$ cat src/rtl/mac_serial.sv
// Nibble-serial multiply-accumulate: operand pairs arrive LSB nibble first,
// products accumulate into a guarded accumulator, and the result streams out nibble-serially.
module mac_serial #(
  parameter int BIT_WIDTH  = 16,
  parameter int GUARD_BITS = 8,
  parameter bit SIGNED     = 1'b0,
  parameter bit SATURATE   = 1'b0
) (
  input  logic       clk,
  input  logic       rst,
  input  logic       start,
  input  logic [3:0] data_in,
  output logic [3:0] data_out,
  output logic       data_out_valid,
  output logic       result_complete,
  output logic       ready,
  output logic       overflow
);

  localparam int N_IN      = BIT_WIDTH / 4;
  localparam int ACC_WIDTH = 2 * BIT_WIDTH + GUARD_BITS;
  localparam int N_OUT     = ACC_WIDTH / 4;
  localparam int CNT_W     = $clog2(2 * N_IN);
  localparam int OCNT_W    = $clog2(N_OUT);
  localparam int EXT_W     = ACC_WIDTH - BIT_WIDTH;

  typedef enum logic [1:0] {IDLE, LOAD, OUTPUT} state_e;

  state_e                 state_q, state_d;
  logic [CNT_W-1:0]       cnt_q, cnt_d;
  logic [OCNT_W-1:0]      outCnt_q, outCnt_d;
  logic [BIT_WIDTH-1:0]   a_q, a_d;
  logic [BIT_WIDTH-5:0]   b_q, b_d;
  logic [ACC_WIDTH-1:0]   acc_q, acc_d;
  logic                   ovf_q, ovf_d;

  logic [BIT_WIDTH-1:0]   bFull;
  logic [ACC_WIDTH-1:0]   aExt, bExt, prod, satVal, accNew;
  logic [ACC_WIDTH:0]     sum;
  logic                   sumOvf;

  // Product of the completed pair; b's top nibble comes straight off the bus.
  always_comb begin
    bFull = {data_in, b_q};
    aExt  = SIGNED ? {{EXT_W{a_q[BIT_WIDTH-1]}}, a_q}   : {{EXT_W{1'b0}}, a_q};
    bExt  = SIGNED ? {{EXT_W{bFull[BIT_WIDTH-1]}}, bFull} : {{EXT_W{1'b0}}, bFull};
    prod  = aExt * bExt;
    sum   = {1'b0, acc_q} + {1'b0, prod};
    if (SIGNED)
      sumOvf = (acc_q[ACC_WIDTH-1] == prod[ACC_WIDTH-1]) &&
               (sum[ACC_WIDTH-1] != acc_q[ACC_WIDTH-1]);
    else
      sumOvf = sum[ACC_WIDTH];
    // On signed overflow the true sum has the sign shared by both addends.
    if (SIGNED)
      satVal = acc_q[ACC_WIDTH-1] ? {1'b1, {(ACC_WIDTH-1){1'b0}}} : {1'b0, {(ACC_WIDTH-1){1'b1}}};
    else
      satVal = {ACC_WIDTH{1'b1}};
    accNew = (sumOvf && SATURATE) ? satVal : sum[ACC_WIDTH-1:0];
  end

  always_comb begin
    state_d  = state_q;
    cnt_d    = cnt_q;
    outCnt_d = outCnt_q;
    a_d      = a_q;
    b_d      = b_q;
    acc_d    = acc_q;
    ovf_d    = ovf_q;
    case (state_q)
      IDLE: begin
        if (start) begin
          state_d  = LOAD;
          cnt_d    = CNT_W'(1);
          a_d      = {data_in, a_q[BIT_WIDTH-1:4]};
          acc_d    = '0;
          ovf_d    = 1'b0;
          outCnt_d = '0;
        end
      end
      LOAD: begin
        if (cnt_q < CNT_W'(N_IN)) begin
          a_d   = {data_in, a_q[BIT_WIDTH-1:4]};
          cnt_d = cnt_q + CNT_W'(1);
        end else if (cnt_q != CNT_W'(2 * N_IN - 1)) begin
          b_d   = (b_q >> 4) | ((BIT_WIDTH-4)'(data_in) << (BIT_WIDTH - 8));
          cnt_d = cnt_q + CNT_W'(1);
        end else begin
          acc_d = accNew;
          ovf_d = ovf_q | sumOvf;
          cnt_d = '0;
          if (start) begin
            state_d  = OUTPUT;
            outCnt_d = '0;
          end
        end
      end
      OUTPUT: begin
        acc_d    = acc_q >> 4;
        outCnt_d = outCnt_q + OCNT_W'(1);
        if (outCnt_q == OCNT_W'(N_OUT - 1))
          state_d = IDLE;
      end
      default: state_d = IDLE;
    endcase
  end

  always_ff @(posedge clk or posedge rst) begin
    if (rst) begin
      state_q  <= IDLE;
      cnt_q    <= '0;
      outCnt_q <= '0;
      a_q      <= '0;
      b_q      <= '0;
      acc_q    <= '0;
      ovf_q    <= 1'b0;
    end else begin
      state_q  <= state_d;
      cnt_q    <= cnt_d;
      outCnt_q <= outCnt_d;
      a_q      <= a_d;
      b_q      <= b_d;
      acc_q    <= acc_d;
      ovf_q    <= ovf_d;
    end
  end

  // The accumulator shifts right during OUTPUT, so its low nibble is the current result nibble.
  assign ready           = (state_q == IDLE);
  assign data_out_valid  = (state_q == OUTPUT);
  assign data_out        = data_out_valid ? acc_q[3:0] : 4'h0;
  assign result_complete = data_out_valid && (outCnt_q == OCNT_W'(N_OUT - 1));
  assign overflow        = ovf_q;

endmodule

$ cat config.mk
export PLATFORM = sky130hd
export DESIGN_NAME = mac_serial
export DESIGN_NICKNAME = d
export VERILOG_FILES = /design/src/rtl/mac_serial.sv
export SDC_FILE = /design/constraint.sdc
export NUM_CORES = 1
export LEC_CHECK = 0
export ABC_CLOCK_PERIOD_IN_PS = 6600
export CAP_MARGIN = 5
export CORE_ASPECT_RATIO = 2
export CORE_UTILIZATION = 60
export CTS_CLUSTER_SIZE = 25
export DETAILED_ROUTE_END_ITERATION = 7
export PLACE_DENSITY = 0.84
export SLEW_MARGIN = 15
export SYNTH_ARGS = -nofsm -noshare
export SYNTH_HDL_FRONTEND = slang
export SYNTH_SLANG_ARGS = --single-unit
export TNS_END_PERCENT = 20
$ cat constraint.sdc
create_clock -name clk -period 6.6 [get_ports clk]
set_input_delay 1.65 -clock clk [delete_from_list [all_inputs] [get_ports clk]]
set_output_delay 1.65 -clock clk [all_outputs]
set_load 0.1 [all_outputs]
==> results of run 1 <==
[placed cells by master, fill, tap and decap left out, types with 6 or more instances in the layout]
cell type	count
ha_1	109
a21oi_1	25
nand2_1	195
a22oi_1	26
ha_4	9
clkbuf_16	9
a21o_1	18
inv_2	7
buf_4	101
a21oi_2	7
xor2_1	8
nor2_1	29
clkdlybuf4s50_1	10
and2_1	107
o21ai_0	40
nor3_1	6
nand3_1	14
buf_6	12
o21ai_1	11
xnor2_1	19
fa_1	221
inv_1	353
o22ai_1	11
and2_4	9
mux2_2	29
dfrtp_1	78
[worst max path at each step]
| stage | end | startpoint | cells after the start |
|---|---|---|---|
| floorplan | acc_q[38] | data_in[1] | 22 |
| global placement | acc_q[35] | data_in[0] | 21 |
| detailed placement | acc_q[35] | data_in[0] | 21 |
| CTS | acc_q[34] | data_in[1] | 21 |
| global route | acc_q[20] | data_in[0] | 25 |
| finish | acc_q[29] | data_in[0] | 22 |
[worst max-delay path: stages]
cell	delay [ns]
buf_8	0.07
buf_6	0.10
buf_6	0.12
nand2_4	0.05
fa_1	0.54
inv_2	0.05
fa_1	0.56
fa_1	0.45
fa_1	0.54
fa_1	0.56
inv_2	0.05
fa_1	0.52
inv_2	0.05
ha_4	0.17
nor3_1	0.32
nor2_2	0.11
a211oi_4	0.32
a211oi_4	0.12
o211ai_1	0.31
nand2_1	0.13
xnor2_1	0.18
o21ai_1	0.07
[per-stage QoR]
stage / setup TNS, ns / cell area [um^2] / util [%] / instances / hold WS [ns]
2_1_floorplan: -0.0100 / 13300 / - / 1492 / 0.452
3_3_place_gp: -16.00 / 14300 / 66.2 / 1807 / 0.481
3_5_place_dp: -17.84 / 14300 / 66.2 / 1807 / 0.496
4_1_cts: -2.31 / 14900 / 69.0 / 1844 / 0.505
5_1_grt: -5.48 / 15100 / 70.0 / 1848 / 0.525
6_report: -2.13 / 15100 / 70.0 / 1848 / 0.505
[registers in the layout, summed over array words and instances (netlist names)]
name      count
state_q       2
acc_q        40
cnt_q         3
b_q          12
a_q          16
outCnt_q      4
overflow      1
[synthesized netlist by cell type (all sizes together), types with 19 or more instances]
| cell type | count |
|---|---|
| inv | 361 |
| fa | 226 |
| nand2 | 200 |
| ha | 118 |
| and2 | 116 |
| dfrtp | 78 |
| clkbuf | 58 |
| o21ai | 58 |
| a21oi | 35 |
| nor2 | 35 |
| mux2 | 29 |
| a22oi | 26 |
| xnor2 | 20 |
| a21o | 19 |
[final cells by class]
cell class / instances / area, um^2
Multi-Input combinational cell: 992 / 10100
Fill cell: 1483 / 6480
Sequential cell: 78 / 1950
Inverter: 361 / 1360
Timing Repair Buffer: 128 / 1060
Tap cell: 273 / 342
Clock buffer: 9 / 225
Clock inverter: 7 / 77.6
[what timing repair did]
| item | CTS | global route |
|---|---|---|
| setup buffers | 21 | 5 |
| endpoints found under the setup margin | 23 | 22 |
| cloned | 0 | 0 |
| pin swaps | 38 | 43 |
| gates resized for setup | 68 | 49 |
[cell families (layout without fill, tap and decap cells)]
| group | after synthesis | in the layout | synth area share [%] |
|---|---|---|---|
| fa+ha+maj | 344 | 344 | 45.1 |
| xor+xnor | 28 | 28 | 1.84 |
| buf+inv | 422 | 505 | 12.0 |
| simple gates | 398 | 398 | 14.2 |
| flops | 78 | 78 | 14.7 |
| compound gates | 191 | 191 | 9.58 |
| mux | 31 | 31 | 2.61 |
[metal layers]
| metal | vias up | part of all wire [%] |
|---|---|---|
| met2 | 563 | 54 |
| met5 | - | 0 |
| met3 | 262 | 5.8 |
| met1 | 5432 | 31 |
| met4 | 0 | 9.3 |
| li1 | 4707 | - |
==> impl_metrics.env, run 1 <==
export IMPL_worstSetupEndpointType="flip-flop"
export IMPL_antenna_cells=0
export IMPL_cp_required_ns=6.82
export IMPL_numCtsBuffers=9
export IMPL_dp_hpwl_mm=27.8
export IMPL_hold_class="reg -> reg"
export IMPL_layout_nets=1921
export IMPL_die_area_mm2=0.0228
export IMPL_final_antenna_net_count=0
export IMPL_mappedNetlistNets=1843
export IMPL_grt_usage_pct=34.1
export IMPL_clk_latency_ns=0.37
export IMPL_die_h_um=213
export IMPL_dr_first_iter_drc_count=789
export IMPL_cts_tree="yes"
export IMPL_max_slew_worst_pin_slew_ns=1.03
export IMPL_synthCells=1492
export IMPL_clock_sinks=78
export IMPL_place_ws_ns=-0.921
export IMPL_yosysTopAreaCell="fa_1"
export IMPL_routed_via_density=5.93
export IMPL_rsz0062_at_grt="true"
export IMPL_min_to="outCnt_q[3]"
export IMPL_wl_per_cell_um=20.0
export IMPL_hold_viol=0
export IMPL_ys_seq_elements=78
export IMPL_fin_ws_ns=-0.238
export IMPL_use_met3_pct=4.63
export IMPL_grt_ovfl_total=0
export IMPL_synth_area_mm2=0.0133
export IMPL_setup_viol=19
export IMPL_r2r_slack_ns=0.21
export IMPL_reg2reg_from="a_q[8]"
export IMPL_synthToLayoutAreaGrowth_pct=13.7
export IMPL_violations="setup timing"
export IMPL_num_rows=76
export IMPL_min_path_cells=1
export IMPL_cts_root_buffer="clkbuf_16"
export IMPL_worst_path_max_fanout=5
export IMPL_relSlewSlack_pct=31.5
export IMPL_synth_area_per_cell_um2=8.91
export IMPL_htree_levels=3
export IMPL_grt_pass1_vias=12200
export IMPL_design_core_area_mm2=0.0216
export IMPL_ys_flop_type="dfrtp_1"
export IMPL_worstHoldStart="outCnt_q[3]"
export IMPL_drc=0
export IMPL_cts_hold_buffers=0
export IMPL_dieWidth_um=107
export IMPL_grt_max_degree=52
export IMPL_path_clk_slew_ns=0.07
export IMPL_fin_crit_sh_pct=104
export IMPL_start_util_pct=61.6
export IMPL_drive_above_1_share_pct=14.9
export IMPL_yosysSeqAreaShare_pct=14.7
export IMPL_synthDistinctLibCells=57
export IMPL_finalCriticalPeriod_ns=6.84
export IMPL_slew_violations=0
export IMPL_grt_util_met1_pct=33.4
export IMPL_portBuffers=14
export IMPL_status="finished, violations left"
export IMPL_synth_area_leaders="fa_1 34%, dfrtp_1 15%, ha_1 11%"
export IMPL_busiest_layer="met2"
export IMPL_regToRegEndpoint="acc_q[20]"
export IMPL_grt_pass1_wl_mm=58.8
export IMPL_max_cap_violations=0
export IMPL_cts_buffer_depth=2
export IMPL_ys_warn_count=0
export IMPL_ys_async_sr_fraction_pct=100
export IMPL_max_freq_mhz=146
export IMPL_antenna_found_initial=0
export IMPL_synth_edff_count=0
export IMPL_totalWireLength_mm=37.0
export IMPL_place_gp_congestion=0.929
export IMPL_met2_usage_pct=62.9
export IMPL_cp_arrival_ns=7.05
export IMPL_critical_path_class="in -> reg"
export IMPL_startpoint_type="input pin"
export IMPL_vias=11000
export IMPL_synth_top_area_share_pct=34.0
export IMPL_finClkSkew_ns=0.00719
export IMPL_reg2regPathDepth=24
export IMPL_drt_pass1_iterations=5
export IMPL_pin_count=15
Power of run 1 is left out: the tool's default activity adds up to more than one toggle a clock period on the data nets, which glitch-free logic cannot reach.
==> inputs of run 2 (changes only) <==
Settings changed: CAP_MARGIN 5 to default.
==> results of run 2 <==
The final DEF is identical to that of run 1; final timing and power are the same.
Power of run 2 is left out for the same reason.
==> inputs of run 3 (changes only) <==
--- a/constraint.sdc
+++ b/constraint.sdc
@@ -3,2 +3,2 @@
 set_output_delay 1.65 -clock clk [all_outputs]
-set_load 0.1 [all_outputs]
+set_load 0.02 [all_outputs]
==> results of run 3 <==
The final DEF is identical to that of run 1; final timing and power are the same.
Power of run 3 is left out for the same reason.
